## src/rtl/dram_tester_pkg.sv

```systemverilog
// Shared types and pattern generator for the DRAM pattern tester.
// Pure combinational helpers; no latency, no flow control.
// Wishbone backpressure is handled by the tester itself.
package dram_tester_pkg;

    typedef enum logic [2:0] {
        IDLE,
        WAIT_INIT,
        WR,
        RD,
        DONE
    } state_t;

    localparam int unsigned ADDR_STRIDE_DEF = 128;
    localparam int          PAT_MAX_W       = 1024;

    // Result is PAT_MAX_W wide; callers truncate to their word size.
    function automatic logic [PAT_MAX_W-1:0] pattern(
        input logic [31:0] idx,
        input logic [31:0] seed,
        input int          word_size
    );
        logic [PAT_MAX_W-1:0] p;
        p = '0;
        for (int k = 0; k < PAT_MAX_W / 32; k++) begin
            if (k < word_size / 32)
                p[k*32 +: 32] = seed ^ idx ^ {8'(k), 24'h0};
        end
        return p;
    endfunction

endpackage

```

## src/rtl/dram_pattern_tester.sv

```systemverilog
// Wishbone initiator: writes a seeded pattern over NUM_WORDS, reads back, counts mismatches.
// Latency: request issued one cycle after entering WR/RD or after each ack; one outstanding txn.
// Backpressure: waits on ack_i (forever, or TIMEOUT_CYC cycles when DRAM_TESTER_TIMEOUT_EN is defined).
module dram_pattern_tester
    import dram_tester_pkg::*;
#(
    parameter int unsigned WORD_SIZE   = 256,
    parameter int unsigned NUM_WORDS   = 1024,
    parameter logic [31:0] BASE_ADDR   = 32'h0000_0000,
    parameter int unsigned ADDR_STRIDE = ADDR_STRIDE_DEF,
    parameter logic [31:0] SEED        = 32'hA5A5_0F0F,
    parameter int unsigned ERR_CNT_W   = 16
`ifdef DRAM_TESTER_TIMEOUT_EN
    ,
    parameter int unsigned TIMEOUT_CYC = 65535
`endif
) (
    input  logic                 sys_clk,
    input  logic                 rst_n,
    input  logic                 start_i,
    input  logic                 initialized_i,
    output logic                 cyc_o,
    output logic                 stb_o,
    output logic                 we_o,
    output logic [31:0]          addr_o,
    output logic [WORD_SIZE-1:0] data_o,
    input  logic [WORD_SIZE-1:0] data_i,
    input  logic                 ack_i,
    output logic                 busy_o,
    output logic                 done_o,
    output logic                 pass_o,
    output logic [ERR_CNT_W-1:0] err_count_o,
    output logic [31:0]          first_err_addr_o
`ifdef DRAM_TESTER_TIMEOUT_EN
    ,
    output logic                 timeout_o
`endif
);

    state_t                 state_q, state_d;
    logic                   req_q;
    logic [31:0]            idx_q;
    logic [31:0]            addr_q;
    logic [WORD_SIZE-1:0]   data_q;
    logic [ERR_CNT_W-1:0]   err_q;
    logic [31:0]            first_q;
    logic                   acked;
    logic                   last;
    logic                   tmo_hit;
    logic                   to_flag;
    logic [31:0]            addr_cur;
    logic [WORD_SIZE-1:0]   pat_cur;

    assign acked    = req_q & ack_i;
    assign last     = (idx_q == 32'(NUM_WORDS - 1));
    assign addr_cur = BASE_ADDR + idx_q * 32'(ADDR_STRIDE);
    assign pat_cur  = WORD_SIZE'(pattern(idx_q, SEED, int'(WORD_SIZE)));

`ifdef DRAM_TESTER_TIMEOUT_EN
    logic [31:0] tmo_q;
    logic        timeout_q;
    assign tmo_hit   = req_q & ~ack_i & (tmo_q == 32'(TIMEOUT_CYC - 1));
    assign to_flag   = timeout_q;
    assign timeout_o = timeout_q;
`else
    assign tmo_hit = 1'b0;
    assign to_flag = 1'b0;
`endif

    always_ff @(posedge sys_clk or negedge rst_n) begin
        if (!rst_n) state_q <= IDLE;
        else        state_q <= state_d;
    end

    always_comb begin
        state_d = state_q;
        case (state_q)
            IDLE, DONE: if (start_i) state_d = WAIT_INIT;
            WAIT_INIT:  if (initialized_i) state_d = WR;
            WR:         if (acked && last) state_d = RD;
                        else if (tmo_hit) state_d = DONE;
            RD:         if ((acked && last) || tmo_hit) state_d = DONE;
            default:    state_d = IDLE;
        endcase
    end

    always_comb begin
        cyc_o            = req_q & ~ack_i;
        stb_o            = req_q & ~ack_i;
        we_o             = req_q & (state_q == WR);
        addr_o           = addr_q;
        data_o           = data_q;
        busy_o           = (state_q == WAIT_INIT) || (state_q == WR) || (state_q == RD);
        done_o           = (state_q == DONE);
        pass_o           = (state_q == DONE) && (err_q == '0) && !to_flag;
        err_count_o      = err_q;
        first_err_addr_o = first_q;
    end

    always_ff @(posedge sys_clk or negedge rst_n) begin
        if (!rst_n) begin
            req_q     <= 1'b0;
            idx_q     <= '0;
            addr_q    <= '0;
            data_q    <= '0;
            err_q     <= '0;
            first_q   <= '1;
`ifdef DRAM_TESTER_TIMEOUT_EN
            tmo_q     <= '0;
            timeout_q <= 1'b0;
`endif
        end else begin
            case (state_q)
                IDLE, DONE: begin
                    if (start_i) begin
                        idx_q     <= '0;
                        err_q     <= '0;
                        first_q   <= '1;
`ifdef DRAM_TESTER_TIMEOUT_EN
                        timeout_q <= 1'b0;
`endif
                    end
                end
                WR, RD: begin
                    // Issuing only from req_q=0 gives the one-cycle gap after every ack.
                    if (!req_q) begin
                        req_q  <= 1'b1;
                        addr_q <= addr_cur;
                        data_q <= (state_q == WR) ? pat_cur : '0;
`ifdef DRAM_TESTER_TIMEOUT_EN
                        tmo_q  <= '0;
`endif
                    end else if (ack_i) begin
                        req_q <= 1'b0;
                        idx_q <= last ? '0 : idx_q + 32'd1;
                        if (state_q == RD && data_i != pat_cur) begin
                            if (err_q != '1) err_q <= err_q + 1'b1;
                            if (err_q == '0) first_q <= addr_q;
                        end
                    end
`ifdef DRAM_TESTER_TIMEOUT_EN
                    else if (tmo_hit) begin
                        req_q     <= 1'b0;
                        timeout_q <= 1'b1;
                    end else begin
                        tmo_q <= tmo_q + 32'd1;
                    end
`endif
                end
                default: ;
            endcase
        end
    end

endmodule
```

## config.mk

```make
export PLATFORM = sky130hd
export DESIGN_NAME = dram_pattern_tester
export DESIGN_NICKNAME = d
export VERILOG_FILES = /design/src/rtl/dram_tester_pkg.sv /design/src/rtl/dram_pattern_tester.sv
export SDC_FILE = /design/constraint.sdc
export NUM_CORES = 1
export LEC_CHECK = 0
export CELL_PAD_IN_SITES_DETAIL_PLACEMENT = 0
export CELL_PAD_IN_SITES_GLOBAL_PLACEMENT = 1
export CORE_AREA = 2 2 238 240
export CTS_BUF_LIST = sky130_fd_sc_hd__clkbuf_4 sky130_fd_sc_hd__clkbuf_8
export DETAILED_ROUTE_END_ITERATION = 10
export DIE_AREA = 0 0 240 242
export GPL_ROUTABILITY_DRIVEN = 0
export MAX_ROUTING_LAYER = met4
export PLACE_DENSITY = 0.62
export RECOVER_POWER = 25
export SETUP_SLACK_MARGIN = 0.3
export SLEW_MARGIN = 15
export SYNTH_ARGS = -nofsm -noshare
export SYNTH_HDL_FRONTEND = slang
export SYNTH_SLANG_ARGS = --single-unit
```

## constraint.sdc

```tcl
create_clock -name sys_clk -period 3.2 [get_ports sys_clk]
set_input_delay 0.64 -clock sys_clk [delete_from_list [all_inputs] [get_ports sys_clk]]
set_output_delay 0.64 -clock sys_clk [all_outputs]
set_load 0.005 [all_outputs]
```

==> flow_summary.yaml <==
cts:
  clock_sinks: 138
  cts_tree: "done"
  clockBufferDepth: 2
  htree_levels: 4
  cts_inserted_buffers: 17
  cts_hold_buf: 0
  cts_root_buffer: "clkbuf_8"
  clk_pin_slew_ns: 0.09
  worstSkewPairLatency_ns: 0.51
cells_and_area:
  stdcell_count: 2555
  multi_input_area_sq_mm: 0.00596
  regArea_sq_mm: 0.00351
  fin_nets: 2040
  drive_gt1_frac: 0.203
  num-fill-cells: 5792
  syn_to_final_growth_pct: 66.3
die:
  die_w_um: 240
  ios: 603
  die_area_sq_mm: 0.0581
  die_h_um: 242
  core_region_area_sq_mm: 0.0557
  initial_core_util: 0.200
  fp-row-count: 87
synthesis:
  synthTopCellsByArea: "dfrtp_1, buf_4, xnor2_1"
  synth_commonest_cells: "buf_4, dfrtp_1, xnor2_1"
  synth.mux.area_fraction: 0.0279
  synthArstFlopShare: 1.00
  synth.most_common_cell: "buf_4"
  yosysWarnings: 0
  synth_flop_cell: "dfrtp_1"
  postSynthAreaPerCell_sq_um: 8.82
  synth_edf_count: 0
  synth_top_family_by_area: "simple AND/OR/NAND/NOR gates"
  synth-seq-area-share: 0.313
  synth_top_area_frac: 0.251
  netlist_instances: 1264
  synth-compound-area-share: 0.113
  synth_simple_gate_area_frac: 0.232
  netlist_area_sq_mm: 0.0111
  synth_seq_cells: 138
  synth.distinct_cells: 69
  synth_top_cell_by_area: "dfrtp_1"
  synthAdderAreaFrac: 0.00337
  synth_xor_area_frac: 0.119
timing:
  worst_slew_pin_slew_ns: 1.51
  setup_viol: 0
  rsz0062_at_grt: "true"
  finalHoldViolCount: 0
  period_minus_slack_ns: 3.10
  fin_skew_ns: 0.0227
  setup_tns_ns: 0
  maxSlewHeadroom: -0.00963
  layout_worst_path_cycle_share: 0.970
  maxSlewViolCount: 58
  max_freq_mhz: 322
job:
  maxCapViolations: 1
power:
  power_frac_comb: 0.546
  net-switching-power_mw: 3.25
  power_leakage_nw: 7.41
  intPower_mw: 5.88
  clkPwrFrac: 0.158
  ir_drop_uv: 293
  p_per_area_mw_per_mm2: 493
  swShare: 0.356
  seq_power_share: 0.296
place:
  io_buffers: 595
  place_hpwl_um: 46400
  dpl.cell_count: 2477
drt:
  wire_per_inst_um: 22.5
  drcViolationCount: 0
  totalWireLength_um: 57600
  drt_first_pass_iters: 5
  viasPerCell: 4.48
  drtAntennaViolNets: 0
  via_count: 11438
  initialDrtViolationCount: 608
global_routing:
  antenna_found_initial: 9
  grt_pass1_vias: 11410
  grt_overflow: 0
  grt_usage: 0.197
  grt_pass1_wl_um: 80400
  grt_max_degree: 74
setup_path:
  path_max_fanout: 5
  critPathLaunch: "idx_q[24]"
  crit_type: "flop to flop"
  r2r_start: "idx_q[24]"
  reg2reg_depth: 12
  required_ns: 3.62
  endpoint_kind: "flop"
  worstPathArrival_ns: 3.53
  cp-start-kind: "flop"
min_path:
  hp-class: "input port to asynchronous set/reset pin"
status:
  violations: "capacitance limit, slew limit"
  status: "finished with violations"
-- power by group through the flow --
stage	Clock (mW)	Combinational, mW	Sequential [mW]
final	1.45	4.98	2.70
after global routing	1.58	5.35	2.79
after CTS	1.51	4.93	2.73
after detailed placement	0	4.68	2.76
after global placement	0	4.63	2.73
after floorplan	0	2.38	2.58
-- repair_timing --
| item | 4_1_cts | 5_1_grt |
|---|---|---|
| endpoints found under the setup margin | 44 | 61 |
| setup buffers | 24 | 7 |
| cloned | 3 | 2 |
| resized for setup | 67 | 42 |
| pin swaps | 14 | 17 |
| endpoints found under the hold margin | 0 | 0 |
-- cells in the final DEF (no fill, tap or decap), drive strengths merged, types with 9 or more instances in the layout --
cell type,netlist,layout
dfrtp,112,112
o31ai,24,24
o22a,26,26
nor3b,28,28
nand4,56,56
a21oi,17,17
o22ai,32,32
nand2b,9,9
buf,282,193
diode,0,10
clkdlybuf4s50,0,577
mux2,25,25
and3,35,35
dfstp,26,26
nand2,77,77
a22o,18,18
o21ai,37,37
nand3,29,29
or3,12,12
clkbuf,25,30
nor2,50,50
or4,14,14
and3b,29,29
nor4,31,31
nor3,40,40
xor2,71,71
xnor2,80,80
-- cells by family (layout without fill, tap and decap cells) --
group | after synthesis | in the layout
muxes | 28 | 28
and+or+nand+nor | 447 | 447
DFF | 138 | 138
AOI/OAI and AO/OA | 181 | 181
other | 1 | 17
buffers and inverters | 315 | 834
xor gates and xnor gates | 151 | 151
adders and majority gates | 3 | 3
-- metrics by stage --
stage	total power, mW	worst slack, ns	instance area (sq um)	utilization	hold WS [ns]
floorplan	4.97	0.399	11200	-	0.344
global placement	7.36	-0.886	17300	0.310	0.500
detailed placement	7.44	-0.938	17300	0.310	0.507
CTS	9.17	0.123	18200	0.327	0.0868
global route	9.72	0.0585	18500	0.332	0.542
finish	9.13	0.0969	18500	0.333	0.491
-- final timing paths --
| path | end | slack [ns] |
|---|---|---|
| worst max-delay path | first_err_addr_o[14] | 0.1 |
| worst min-delay path | req_q | 0.49 |
| worst max register to register | first_err_addr_o[14] | 0.1 |
| worst min register to register | first_err_addr_o[28] | 0.51 |
| max in group asynchronous | idx_q[26] | 0.77 |
| min in group sys_clk | first_err_addr_o[28] | 0.51 |
-- state kept, by name, summed over array words and instances (netlist names) --
name,cells
addr_o,25
req_q,1
first_err_addr_o,26
data_o,35
idx_q,32
state_q,3
err_count_o,16
-- per-layer routing --
metal	vias to the layer above	wire length, um	share of wire	track usage
li1	5322	-	-	-
met1	5613	24600	0.43	0.238
met2	438	28300	0.49	0.327
met3	65	3450	0.060	0.0423
met4	0	1250	0.022	0.0572
met5	-	0	0	-
-- worst max-delay path, stage by stage (launching register included) --
cell      delay, ns
dfrtp_1        0.42
buf_4          0.19
xnor2_2        0.19
nand4_1        0.16
or4_4          0.43
a2111o_1       0.33
nor3_4         0.26
and4bb_4       0.33
buf_12         0.11
a211oi_4       0.06
buf_4          0.20
buf_8          0.12
o22a_1         0.21
-- area by class of cell --
cell class	count	share of cell area
Timing Repair Buffer	794	0.415
Multi-Input combinational cell	817	0.322
Sequential cell	138	0.189
Tap cell	756	0.0510
Clock buffer	25	0.0169
Clock inverter	7	0.00371
Inverter	8	0.00162
Antenna cell	10	0.00135
(Power assumes the default switching activity.)
